$ cat config.mk
export PLATFORM = sky130hd
export DESIGN_NAME = piso_serializer
export DESIGN_NICKNAME = d
export VERILOG_FILES = /design/src/rtl/serdes_pkg.sv /design/src/rtl/piso_shift_reg.sv /design/src/rtl/piso_serializer.sv
export SDC_FILE = /design/constraint.sdc
export NUM_CORES = 1
export LEC_CHECK = 0
export ABC_AREA = 1
export ABC_CLOCK_PERIOD_IN_PS = 1300
export BUFFER_PORTS_ARGS = -buffer_cell sky130_fd_sc_hd__buf_2
export CORE_AREA = 2 2 39 41
export DETAILED_ROUTE_END_ITERATION = 16
export DIE_AREA = 0 0 41 43
export PLACE_DENSITY = 0.62
export SLEW_MARGIN = 20
export SYNTH_ARGS = -nofsm -noshare
export SYNTH_HDL_FRONTEND = slang
export SYNTH_SLANG_ARGS = --single-unit
$ cat constraint.sdc
create_clock -name clk -period 1.3 [get_ports clk]
set_clock_uncertainty 0.1 [all_clocks]
set_input_delay 0.065 -clock clk [delete_from_list [all_inputs] [get_ports clk]]
set_output_delay 0.065 -clock clk [all_outputs]
set_load 0.01 [all_outputs]
$ cat src/rtl/serdes_pkg.sv
// Shared definitions for the serial shift-link blocks (transmitter and receivers).
package serdes_pkg;

  // Default number of data bits per frame, common to both ends of the link.
  localparam int DEFAULT_WIDTH = 4;

  // Transmitter FSM encoding.
  typedef enum logic {
    S_IDLE  = 1'b0,
    S_SHIFT = 1'b1
  } state_t;

endpackage

$ cat src/rtl/piso_shift_reg.sv
// Loadable shift register with a serial output tap. Zeros are shifted in, so
// the register drains to all-zero once a frame has been fully presented.
module piso_shift_reg #(
  parameter int WIDTH     = 4,
  parameter bit MSB_FIRST = 1'b1
) (
  input  logic             clk,
  input  logic             rst_n,
  input  logic             i_load,
  input  logic             i_shift_en,
  input  logic [WIDTH-1:0] i_din,
  output logic             o_sout
);

  logic [WIDTH-1:0] r_sr;

  // Load has priority over shift; direction fixed by MSB_FIRST.
  always_ff @(posedge clk or negedge rst_n) begin
    if (!rst_n) begin
      r_sr <= '0;
    end else if (i_load) begin
      r_sr <= i_din;
    end else if (i_shift_en) begin
      if (MSB_FIRST) r_sr <= {r_sr[WIDTH-2:0], 1'b0};
      else           r_sr <= {1'b0, r_sr[WIDTH-1:1]};
    end
  end

  assign o_sout = MSB_FIRST ? r_sr[WIDTH-1] : r_sr[0];

endmodule

$ cat src/rtl/piso_serializer.sv
// Parallel-in serial-out transmitter with valid/ready load handshake.
// Optional build macro PISO_PARITY_EN appends an even-parity bit to each frame.
module piso_serializer
  import serdes_pkg::*;
#(
  parameter int WIDTH     = DEFAULT_WIDTH,
  parameter bit MSB_FIRST = 1'b1
) (
  input  logic             clk,
  input  logic             rst_n,
  input  logic             load_valid,
  output logic             load_ready,
  input  logic [WIDTH-1:0] pin,
  output logic             dout,
  output logic             dout_valid,
  output logic             frame_start,
  output logic             busy
);

`ifdef PISO_PARITY_EN
  localparam int PAR_W = 1;
`else
  localparam int PAR_W = 0;
`endif
  localparam int FRAME_W = WIDTH + PAR_W;
  localparam int CNT_W   = $clog2(FRAME_W + 1);

  state_t                 r_state;
  state_t                 w_state_nxt;
  logic [CNT_W-1:0]       r_cnt;
  logic                   r_frame_start;
  logic                   w_last;
  logic                   w_accept;
  logic                   w_shift_en;
  logic [FRAME_W-1:0]     w_frame;

  // The parity bit sits after the data in transmit order, so its position in
  // the loaded word depends on which end is tapped.
`ifdef PISO_PARITY_EN
  assign w_frame = MSB_FIRST ? {pin, ^pin} : {^pin, pin};
`else
  assign w_frame = pin;
`endif

  assign w_last     = (r_state == S_SHIFT) && (r_cnt == CNT_W'(FRAME_W));
  assign load_ready = rst_n && ((r_state == S_IDLE) || w_last);
  assign w_accept   = load_valid && load_ready;
  assign w_shift_en = (r_state == S_SHIFT) && !w_accept;

  // State register.
  always_ff @(posedge clk or negedge rst_n) begin
    if (!rst_n) r_state <= S_IDLE;
    else        r_state <= w_state_nxt;
  end

  // Next-state: a load accepted on the last bit keeps us in SHIFT with no gap.
  always_comb begin
    w_state_nxt = r_state;
    case (r_state)
      S_IDLE:  if (w_accept) w_state_nxt = S_SHIFT;
      S_SHIFT: if (w_last)   w_state_nxt = w_accept ? S_SHIFT : S_IDLE;
      default: w_state_nxt = S_IDLE;
    endcase
  end

  // Bits already presented on dout; restarts at 1 with each accepted word.
  always_ff @(posedge clk or negedge rst_n) begin
    if (!rst_n)                  r_cnt <= '0;
    else if (w_accept)           r_cnt <= CNT_W'(1);
    else if (r_state == S_SHIFT) r_cnt <= r_cnt + CNT_W'(1);
    else                         r_cnt <= '0;
  end

  // First-bit marker, high for the cycle following an accept.
  always_ff @(posedge clk or negedge rst_n) begin
    if (!rst_n) r_frame_start <= 1'b0;
    else        r_frame_start <= w_accept;
  end

  piso_shift_reg #(
    .WIDTH     (FRAME_W),
    .MSB_FIRST (MSB_FIRST)
  ) u_shift (
    .clk        (clk),
    .rst_n      (rst_n),
    .i_load     (w_accept),
    .i_shift_en (w_shift_en),
    .i_din      (w_frame),
    .o_sout     (dout)
  );

  assign dout_valid  = (r_state == S_SHIFT);
  assign busy        = (r_state != S_IDLE);
  assign frame_start = r_frame_start;

endmodule
==> results of run 1 <==
-- how the worst max path moves through the flow --
stage	to	from	cells after the start	slack, ns
5_1_grt	load_ready	r_cnt[0]$_DFF_PN0_	6	-0.15
6_report	load_ready	r_cnt[0]$_DFF_PN0_	6	-0.05
3_3_place_gp	u_shift.r_sr[1]$_DFFE_PN0P_	r_cnt[0]$_DFF_PN0_	7	0.04
2_1_floorplan	u_shift.r_sr[1]$_DFFE_PN0P_	r_cnt[0]$_DFF_PN0_	7	0.13
3_5_place_dp	u_shift.r_sr[1]$_DFFE_PN0P_	r_cnt[0]$_DFF_PN0_	7	0.01
4_1_cts	load_ready	r_cnt[0]$_DFF_PN0_	6	-0.05
-- flip-flops by register name, summed over array words and instances, names as in the netlist --
register,flops
frame_start,1
r_cnt,3
busy,1
u_shift.r_sr,4
-- where the power goes --
part           switching [W]  leakage, nW  internal, W
Combinational       0.000273        0.231     0.000313
Clock              0.0000956       0.0150     0.000118
Sequential         0.0000858        0.116     0.000376
Total               0.000455        0.362     0.000806
-- routing by layer --
metal | up-vias | part of all wire (%)
met3 | 6 | 3.8
li1 | 193 | -
met4 | 0 | 4.7
met2 | 18 | 50
met1 | 188 | 41
met5 | - | 0
-- worst reg2reg max path, stage by stage, from the launching register on --
cell and delay (ns):
dfrtp_1 0.38, inv_1 0.06, ha_2 0.16, nand2_2 0.06, nand2_4 0.06, buf_6 0.12, nand3_4 0.12, nand3_2 0.11
nand3_2 0.06
-- cell families (layout without fill, tap and decap cells) --
| group | Yosys count | in the layout |
|---|---|---|
| xor gates and xnor gates | 1 | 1 |
| buffers and inverters | 6 | 33 |
| and+or+nand+nor | 22 | 22 |
| AOI/OAI and AO/OA | 2 | 2 |
| adders and majority gates | 2 | 2 |
| DFF | 9 | 9 |
-- layout by cell type, fill, tap and decap left out, types with 3 or more instances in the layout --
master         instances
buf_2                 10
buf_4                  5
buf_6                  3
clkbuf_4               3
dfrtp_1                9
dlygate4sd3_1          6
inv_1                  4
nand2_1                6
nand3_1                4
nand3_2                4
nand4_1                3
-- timing repair --
item                       4_1_cts  5_1_grt
setup endpoints to repair        2        9
gates resized for setup          5        6
pin swaps                        0        3
setup buffers                    3        2
hold buffers                     6        0
hold endpoints to repair        13        0
-- per-stage QoR --
stage                     area [µm²]  worst slack [ns]  power, W  hold slack [ns]  setup TNS (ns)
after floorplan                  420             0.126  0.000717           -0.331               0
after global placement           503            0.0422  0.000842           -0.194               0
after detailed placement         503            0.0120  0.000845           -0.191               0
after CTS                        629           -0.0548   0.00117           0.0545          -0.218
after global routing             669            -0.151   0.00136           0.0688           -1.09
final                            669           -0.0532   0.00126           0.0564          -0.145
-- layout make-up --
| type | count | area, µm² | share of cell area [%] |
|---|---|---|---|
| clock buffers | 4 | 26.3 | 3.93 |
| inverters | 5 | 18.8 | 2.80 |
| multi-input cells | 27 | 198 | 29.5 |
| flip-flops and latches | 9 | 225 | 33.6 |
| well taps | 16 | 20.0 | 2.99 |
| repair buffers | 24 | 181 | 27.1 |
==> results.md, run 1 <==
* Worst Hold Path Cells at 3
* Port bufs at 11
* R2R setup slack at -0.03 ns
* Max incr delay on CP at 0.38 ns
* Max Cap Viol at 0
* Rows at 14
* Synth area leaders: dfrtp_1 54%, nand3_1 9.5%, nand2_1 7.1%
* IO Pins at 12
* Top FF cell, synth: dfrtp_1
* Actual slew at the worst max-slew pin at 0.384 ns
* Largest family of logic cells by synthesized area: simple AND/OR/NAND/NOR gates
* Worst-case vdd ir drop at 627 µV
* H-tree levels at 1
* Final net count at 79
* Pre-antenna DRT Iters at 4
* Clk root buf: clkbuf_4
* CP Class: flip-flop to output pin
* Violated checks: setup timing
* Syn avg cell area at 10.0 µm²
* CP top delay family: flip-flops
* Area share of and/or/nand/nor cells after synthesis at 29.8%
* Final Setup Violations at 5
* Clk buf depth at 2
* Met2 Usage GRT at 17.2%
* Clk slew on worst S/H paths at 0.06 ns
* Initial antenna violation count at 0
* Initial drt markers at 12
* GRT overflow at 0
* Yosys reg bits at 9
* Worst Hold Class: primary input to flip-flop
* Top-count cell post-synth: dfrtp_1
* CP Capture Type: output pin
* DPL Wire Length at 564 µm
* Slew HR at 74.4%
* WP buf/inv at 2
* Die Area at 1760 µm²
* Max Slew Vio Count at 0
* Worst r2r src: r_cnt[0]$_DFF_PN0_
* Status: complete, but fails checks
* CP cell instances: inv_1 -> ha_2 -> nand2_2 -> nand2_4 -> and2_4 -> buf_6
* Post-Synth XOR/XNOR Area at 2.08%
* Grt met1 use at 13.2%
* Post-Synth Adder-Cell Area at 5.95%
* Worst setup margin at -0.0532 ns
* Hold Fails Final Rpt at 0
* TritonCTS buffer count at 3
* Largest net degree at the start of global routing at 9
* Die Ht at 43 µm
* Core ar. at 1380 µm²
* Crit path max-delay cell type: dfrtp_1
* Async set-reset flop share out of synthesis at 100%
* Min-Delay Endpoint: u_shift.r_sr[3]$_DFFE_PN0P_
* RSZ-0062 raised after global routing: true
* Register area share after synthesis at 53.6%
* Crit Path Max Fanout at 2
* # fillers at 133
* Yosys cell types at 13
* Synth warn at 0
* Global-route wire length before repair at 1350 µm
* Clock latency on the worst-skew pair at 0.25 ns
* Layout cell share with drive strength beyond 1 at 46.4%
* Area grow syn2layout at 59.2%
* Gr busiest metal: met2
* R2R Path End: u_shift.r_sr[1]$_DFFE_PN0P_
* Post-route ant nets at 0
* Syn_nets at 51
* CTS tree: built
* Drt drc at 0
* Compound-Gate Fraction of Synth Area at 2.38%
* Diodes inserted at 0
* CP arrival at 1.19 ns
* Fin crit share at 104%
* Mean number of vias per cell at 4.76
* Synth area leader: dfrtp_1
* GR Layer Usage met3 at 1.57%
* Pwr dens at 1880 nW/µm²
* Fin cells at 85
* Max Clock Freq at 0.739 GHz
* GRT Total Usage at 11.3%
* Static leakage at 0.362 nW
* Reg2Reg Depth at 8
* CP Launch Type: flip-flop
* Die Width at 41 µm
* DR WL/cell at 11.5 µm
* Worst EP required at 1.13 ns
* Hold path startpoint: load_valid
* Final wirelength at 977 µm
* RePlAce Congestion at 0.714
* Min cycle time layout at 1.35 ns
* Post-synth EDFFs at 0
* Via count at 405
* Syn Std Cell Area at 420 µm²
* Area share of the largest cell type after synthesis at 53.6%
* Inst Count DP at 70
* Fin util at 48.4%
* Initial core utilization at 30.4%
* Sink Count at 9
* Number of global-route vias before repair at 350
* Synth Instances at 42
* Most frequent cells after synthesis: 9 x dfrtp_1, 8 x nand2_1, 8 x nand3_1, 4 x inv_1, 3 x nand4_1
* Post-synthesis mux area share at 0%
Power figures use the tool's default switching activity.
==> run 2, diff against run 1 <==
Settings changed: CELL_PAD_IN_SITES_DETAIL_PLACEMENT set to 0, CELL_PAD_IN_SITES_GLOBAL_PLACEMENT set to 1, PLACE_DENSITY 0.62 to 0.75.
==> run 2 against run 1 <==
The run still ends with setup timing left. Die area unchanged. Worst hold slack improved by 0.0018 ns. Via count decreased by 4.9%. First-iteration DRC count decreased by 8.3%. Final area decreased by 3.0%. Total power decreased by 0.90%. Count of clock-buffer cells in the layout unchanged. Largest power group unchanged.
==> results.md, run 2 (synthesis gave the netlist of run 1 again) <==
* GRT overflow at 0 (unchanged)
* Worst r2r src: r_cnt[0]$_DFF_PN0_
* Reg with most FFs: u_shift.r_sr
* Worst setup margin at -0.0548 ns (-0.00156 ns)
* Max incr delay on CP at 0.37 ns (about the same)
* CP Launch Point: r_cnt[0]$_DFF_PN0_
* Max Clock Freq at 0.738 GHz (-0.12%)
* Number of global-route vias before repair at 359 (+2.6%)
* Clk root buf: clkbuf_4
* Diodes inserted at 0 (unchanged)
* Mean number of vias per cell at 4.58 (-3.8%)
* Static leakage at 0.344 nW (-5.0%)
* DR WL/cell at 10.2 µm (-12%)
* Max Cap Viol at 0 (unchanged)
* Die Area at 1760 µm² (unchanged)
* RSZ-0062 raised after global routing: true
* Clk buf depth at 2 (unchanged)
* Worst EP required at 1.13 ns (about the same)
* IO Pins at 12 (unchanged)
* Core ar. at 1380 µm² (unchanged)
* Violated checks: setup timing
* CP top delay family: flip-flops
* Initial core utilization at 30.4% (unchanged)
* Layout cell share with drive strength beyond 1 at 44.1% (-2.3 points)
* GRT Total Usage at 11.8% (+0.42 points)
* Final Setup Violations at 4 (-1)
* CP Class: flip-flop to output pin
* Crit path max-delay cell type: dfrtp_1
* CP Capture Type: output pin
* Final net count at 78 (-1.3%)
* RePlAce Congestion at 0.734 (+2.7%)
* Pre-antenna DRT Iters at 4 (unchanged)
* Post-route ant nets at 0 (unchanged)
* Hold path startpoint: load_valid
* CP Launch Type: flip-flop
* # fillers at 131 (-1.5%)
* TritonCTS buffer count at 3 (unchanged)
* CP arrival at 1.19 ns (about the same)
* Sink Count at 9 (unchanged)
* Slew HR at 70.5% (-3.9 points)
* Hold Fails Final Rpt at 0 (unchanged)
* Global-route wire length before repair at 1400 µm (+4.1%)
* Initial drt markers at 11 (-1)
* H-tree levels at 1 (unchanged)
* Switching Share at 35.2% (-0.84 points)
* Die Ht at 43 µm (unchanged)
* Drt drc at 0 (unchanged)
* Worst Hold Class: primary input to flip-flop
* Fin crit share at 104% (+0.12 points)
* Clk slew on worst S/H paths at 0.06 ns (about the same)
* Comb power frac at 47.7% (+1.2 points)
* Via count at 385 (-4.9%)
* Int Power at 0.000810 W (+0.40%)
* Crit Path Max Fanout at 2 (unchanged)
* DPL Wire Length at 564 µm (about the same)
* WL met3 at 29 µm (-22%)
* Pwr dens at 1920 nW/µm² (+2.2%)
* Switching power total at 0.000440 W (-3.2%)
* Commonest non-fill, non-tap cell in the layout: buf_2
* Largest net degree at the start of global routing at 9 (unchanged)
* CP cell instances: inv_1 -> ha_2 -> nand2_2 -> nand2_4 -> and2_4 -> buf_6
* Top sig layer: met4
* Rows at 14 (unchanged)
* Multi-input combinational cell area at 189 µm² (-4.4%)
* Actual slew at the worst max-slew pin at 0.443 ns (+0.0592 ns)
* Max Slew Vio Count at 0 (unchanged)
* Reg power frac at 35.8% (-0.8 points)
* Fin util at 46.9% (-1.4 points)
* WP buf/inv at 2 (unchanged)
* Setup TNS Final at -0.103 ns (+0.0422 ns)
* Die Width at 41 µm (unchanged)
* Status: complete, but fails checks
* Commonest cells after routing, fill and taps aside: 10 x buf_2, 9 x dfrtp_1, 7 x nand2_1, 6 x nand3_1, 6 x dlygate4sd3_1
* Clock latency on the worst-skew pair at 0.25 ns (about the same)
* Clock share of power at 16.5% (-0.4 points)
* Area grow syn2layout at 54.5%
* Worst-case vdd ir drop at 605 µV (-3.6%)
* Routed wl met2 at 429 µm (-13%)
* Initial antenna violation count at 0 (unchanged)
* Met1 Wirelength at 364 µm (-9.2%)
* Min cycle time layout at 1.35 ns (+0.00156 ns)
* Final wirelength at 854 µm (-13%)
* Max reg flops at 4 (unchanged)
* CTS tree: built
* Sequential cell area at 225 µm² (unchanged)
* Largest registers: u_shift.r_sr x4, r_cnt x3
* Port bufs at 11 (unchanged)
## run 2: cell types whose count changed in the layout (fill, tap and decap cells not counted)
cell	before	now
nand3_1	4	6
nand3_2	4	2
a21oi_1	2	1
a21oi_2	0	1
buf_6	3	2
inv_1	4	3
inv_2	1	2
nand2_1	6	7
nand2_2	2	1
## run 2: area by class of cell
class	instances	share of cell area (%)
sequential	9	34.7
multi-input combinational	27	29.1
timing repair buffer	23	26.2
clock buffer	4	4.05
tap	16	3.08
inverter	5	2.89
## run 2: worst paths after layout
path | end | slack (ns) | depth (start not counted)
setup / recovery | load_ready | -0.05 | 6
setup reg to reg | u_shift.r_sr[1]$_DFFE_PN0P_ | -0.02 | 8
hold reg to reg | u_shift.r_sr[0]$_DFFE_PN0P_ | 0.40 | 2
hold / removal | u_shift.r_sr[2]$_DFFE_PN0P_ | 0.06 | 3
min in group asynchronous | u_shift.r_sr[3]$_DFFE_PN0P_ | 0.24 | 2
max in group asynchronous | r_cnt[0]$_DFF_PN0_ | 0.63 | 3
## run 2: worst register-to-register path, cell delays in order (launching register included)
cell and delay [ns]:
dfrtp_1 0.37, inv_1 0.07, ha_2 0.17, nand2_2 0.06, nand2_4 0.06, buf_6 0.11, nand3_4 0.11, nand3_1 0.10
nand3_1 0.07
## run 2: metal layers
metal | vias up | track usage [%]
li1 | 192 | -
met1 | 176 | 15.0
met2 | 13 | 17.5
met3 | 4 | 1.57
met4 | 0 | 8.00
met5 | - | 0
## run 2: power by group through the flow
stage               clock network, W  registers [W]  logic [W]
finish                      0.000206       0.000448   0.000596
global route                0.000232       0.000456   0.000662
CTS                         0.000213       0.000444   0.000494
detailed placement                 0       0.000448   0.000423
global placement                   0       0.000449   0.000420
floorplan                          0       0.000466   0.000251
## run 2: metrics by stage
step                      setup WS (ns)  hold WS (ns)  instance area [µm²]  cells  total power [W]
after floorplan                   0.126        -0.331                  420     42         0.000717
after CTS                       -0.0537        0.0557                  617     82          0.00115
final                           -0.0548        0.0582                  649     84          0.00125
after global placement           0.0587        -0.166                  510     71         0.000869
after global routing             -0.115        0.0867                  649     84          0.00135
after detailed placement         0.0436        -0.162                  510     71         0.000871
## run 2: repair_timing
action | 4_1_cts | 5_1_grt
setup buffers | 1 | 2
hold buffers | 6 | 0
resized for setup | 4 | 5
hold endpoints to repair | 13 | 0
endpoints found under the setup margin | 1 | 8
==> run 3, diff against run 2 <==
Settings changed: ABC_AREA 1 to 0, CORE_AREA 2 2 39 41 to 5 5 42 44, DIE_AREA 0 0 41 43 to 0 0 47 49, PLACE_DENSITY 0.75 to 0.76.
==> run 3 against run 2 <==
The run still ends with setup timing left. Via count down 10%. Clock power up 5%. Synthesized cell count down 21%. Flip-flop and latch count stayed put. Sequential share of layout area shrank 2.8 points. Largest cell class unchanged. Largest power group unchanged.
==> results.md, run 3 <==
* DPL Wire Length at 597 µm (+5.9%)
* Synth Instances at 33 (-21%)
* Inst Count DP at 63 (-11%)
* Final net count at 72 (-7.7%)
* IO Pins at 12 (unchanged)
* Fin cells at 78 (-7.1%)
* Hold Fails Final Rpt at 0 (unchanged)
* Register area share after synthesis at 48.9% (-4.7 points)
* Max Slew Vio Count at 0 (unchanged)
* CP Capture Type: flip-flop
* Die Width at 47 µm (+15%)
* Static leakage at 0.385 nW (+12%)
* WL met3 at 35 µm (+21%)
* Diodes inserted at 0 (unchanged)
* Worst-case vdd ir drop at 861 µV (+42%)
* Max Clock Freq at 0.645 GHz (-13%)
* TritonCTS buffer count at 3 (unchanged)
* Met1 Wirelength at 295 µm (-19%)
* Async set-reset flop share out of synthesis at 100% (unchanged)
* Via count at 345 (-10%)
* Area share of the largest cell type after synthesis at 48.9% (-4.7 points)
* Port bufs at 11 (unchanged)
* Synth area leaders: dfrtp_1 49%, mux2_4 13%, mux2_2 7.3%
* Commonest non-fill, non-tap cell in the layout: buf_2
* Largest registers: u_shift.r_sr x4, r_cnt x3
* Mean number of vias per cell at 4.42 (-3.5%)
* Area grow syn2layout at 53.3%
* Violated checks: setup timing
* Syn Std Cell Area at 460 µm² (+9.5%)
* Reg with most FFs: u_shift.r_sr
* Pwr dens at 1900 nW/µm² (-1.1%)
* Clock share of power at 16.1% (-0.4 points)
* Actual slew at the worst max-slew pin at 0.401 ns (-0.0422 ns)
* Drt drc at 0 (unchanged)
* Die Area at 2300 µm² (+31%)
* GRT Total Usage at 10.1% (-1.7 points)
* R2R setup slack at -0.25 ns (-0.23 ns)
* Slew HR at 73.2% (+2.7 points)
* Post-synth EDFFs at 0 (unchanged)
* Post-route ant nets at 0 (unchanged)
* Layout cell share with drive strength beyond 1 at 61.3% (+17 points)
* Worst Hold Class: primary input to flip-flop
* Max Cap Viol at 0 (unchanged)
* Core ar. at 1400 µm² (+1.3%)
* H-tree levels at 1 (unchanged)
* Reg power frac at 32.8% (-3.0 points)
* Die Ht at 49 µm (+14%)
* Syn avg cell area at 14.0 µm² (+39%)
* Dpl ws at -0.146 ns (-0.190 ns)
* Clk root buf: clkbuf_4
* DR WL/cell at 11.5 µm (+13%)
* CTS tree: built
* CP Launch Type: flip-flop
* Max reg flops at 4 (unchanged)
* Yosys reg bits at 9 (unchanged)
* GRT overflow at 0 (unchanged)
* Syn_nets at 42 (-18%)
* Sink Count at 9 (unchanged)
* Synth area leader: dfrtp_1
* Initial core utilization at 32.9% (+2.5 points)
* Switching power total at 0.000405 W (-8.0%)
* Worst setup margin at -0.249 ns (-0.195 ns)
* RSZ-0062 raised after global routing: true
* Yosys cell types at 15 (+2)
* Setup TNS Final at -1.47 ns (-1.37 ns)
* Commonest cells after routing, fill and taps aside: 10 x buf_2, 9 x dfrtp_1, 7 x buf_4, 6 x dlygate4sd3_1
* Clock latency on the worst-skew pair at 0.26 ns (about the same)
* Top-count cell post-synth: dfrtp_1
* Min cycle time layout at 1.55 ns (+0.195 ns)
* Top sig layer: met4
* Crit Path Max Fanout at 5 (+3)
* Synth warn at 0 (unchanged)
* Rows at 14 (unchanged)
* Clk buf depth at 2 (unchanged)
* Int Power at 0.000938 W (+16%)
* CP arrival at 1.60 ns (+0.41 ns)
* Most frequent cells after synthesis: 9 x dfrtp_1, 4 x inv_1, 4 x mux2_4, 3 x mux2_2
* Clk slew on worst S/H paths at 0.06 ns (about the same)
* Switching Share at 30.1% (-5.1 points)
* Top FF cell, synth: dfrtp_1
* Number of global-route vias before repair at 396 (+10%)
* Pre-antenna DRT Iters at 1 (-3)
* Worst hold margin at 0.0247 ns (-0.0335 ns)
* Worst EP required at 1.35 ns (+0.22 ns)
* Initial drt markers at 0 (-11)
* CP Class: flip-flop to flip-flop
* Final wirelength at 899 µm (+5.3%)
* Initial antenna violation count at 0 (unchanged)
* RePlAce Congestion at 0.608 (-17%)
* Fin crit share at 119% (+15 points)
* Largest net degree at the start of global routing at 10 (+1)
* Final Setup Violations at 7 (+3)
* Comb power frac at 51.1% (+3.4 points)
* Global-route wire length before repair at 1570 µm (+12%)
* Routed wl met2 at 531 µm (+24%)
* Status: complete, but fails checks
==> run 3: worst max-delay path: stages (launching register included) <==
cell	delay (ns)
dfrtp_1	0.34
inv_1	0.05
ha_2	0.17
a21bo_4	0.21
buf_4	0.15
nand3_4	0.10
mux2_4	0.31
==> run 3: area by class of cell <==
class,instances,area [µm²]
clock buffer,4,26.3
inverter,4,15.0
timing repair buffer,26,196
multi-input combinational,19,223
fill,142,696
sequential,9,225
tap,16,20.0
==> run 3: cell families after synthesis <==
| kind of cell | after synthesis | share of synthesized area (%) |
|---|---|---|
| muxes | 7 | 20.4 |
| DFF | 9 | 48.9 |
| and+or+nand+nor | 6 | 11.4 |
| adders and majority gates | 2 | 5.43 |
| AOI/OAI and AO/OA | 2 | 4.62 |
| buffers and inverters | 6 | 7.34 |
| xor gates and xnor gates | 1 | 1.90 |
==> run 3: final timing paths <==
path,start,endpoint,cells past startpoint
setup / recovery,r_cnt[0]$_DFF_PN0_,u_shift.r_sr[3]$_DFFE_PN0P_,6
hold / removal,rst_n,frame_start$_DFF_PN0_,3
setup reg to reg,r_cnt[0]$_DFF_PN0_,u_shift.r_sr[3]$_DFFE_PN0P_,6
hold reg to reg,u_shift.r_sr[0]$_DFFE_PN0P_,u_shift.r_sr[0]$_DFFE_PN0P_,2
max in group asynchronous,rst_n,u_shift.r_sr[2]$_DFFE_PN0P_,3
min in group asynchronous,rst_n,r_cnt[2]$_DFF_PN0_,3
==> run 3: power groups by stage <==
stage / Sequential (W) / Combinational, W / Clock [W]
floorplan: 0.000443 / 0.000385 / 0
global placement: 0.000445 / 0.000533 / 0
detailed placement: 0.000448 / 0.000547 / 0
CTS: 0.000443 / 0.000665 / 0.000228
global route: 0.000452 / 0.000746 / 0.000237
finish: 0.000441 / 0.000687 / 0.000216
==> run 3: per-layer routing <==
layer  vias to the layer above  track usage (%)
met1                       165             7.97
met2                         9             18.1
met5                         -                0
li1                        166                -
met3                         5             2.21
met4                         0             9.68
==> run 3: what timing repair did <==
item	4_1_cts	5_1_grt
setup buffers	3	1
pin swaps	2	2
gates cloned	1	0
endpoints found under the hold margin	14	0
endpoints found under the setup margin	7	9
resized for setup	4	2
hold buffers	6	0
==> run 3: stage by stage <==
stage          cell area, µm²  power [W]  util, %
2_1_floorplan             463   0.000828        -
3_5_place_dp              557   0.000995     39.7
6_report                  706    0.00134     50.4
5_1_grt                   706    0.00144     50.4
3_3_place_gp              557   0.000978     39.7
4_1_cts                   694    0.00134     49.6
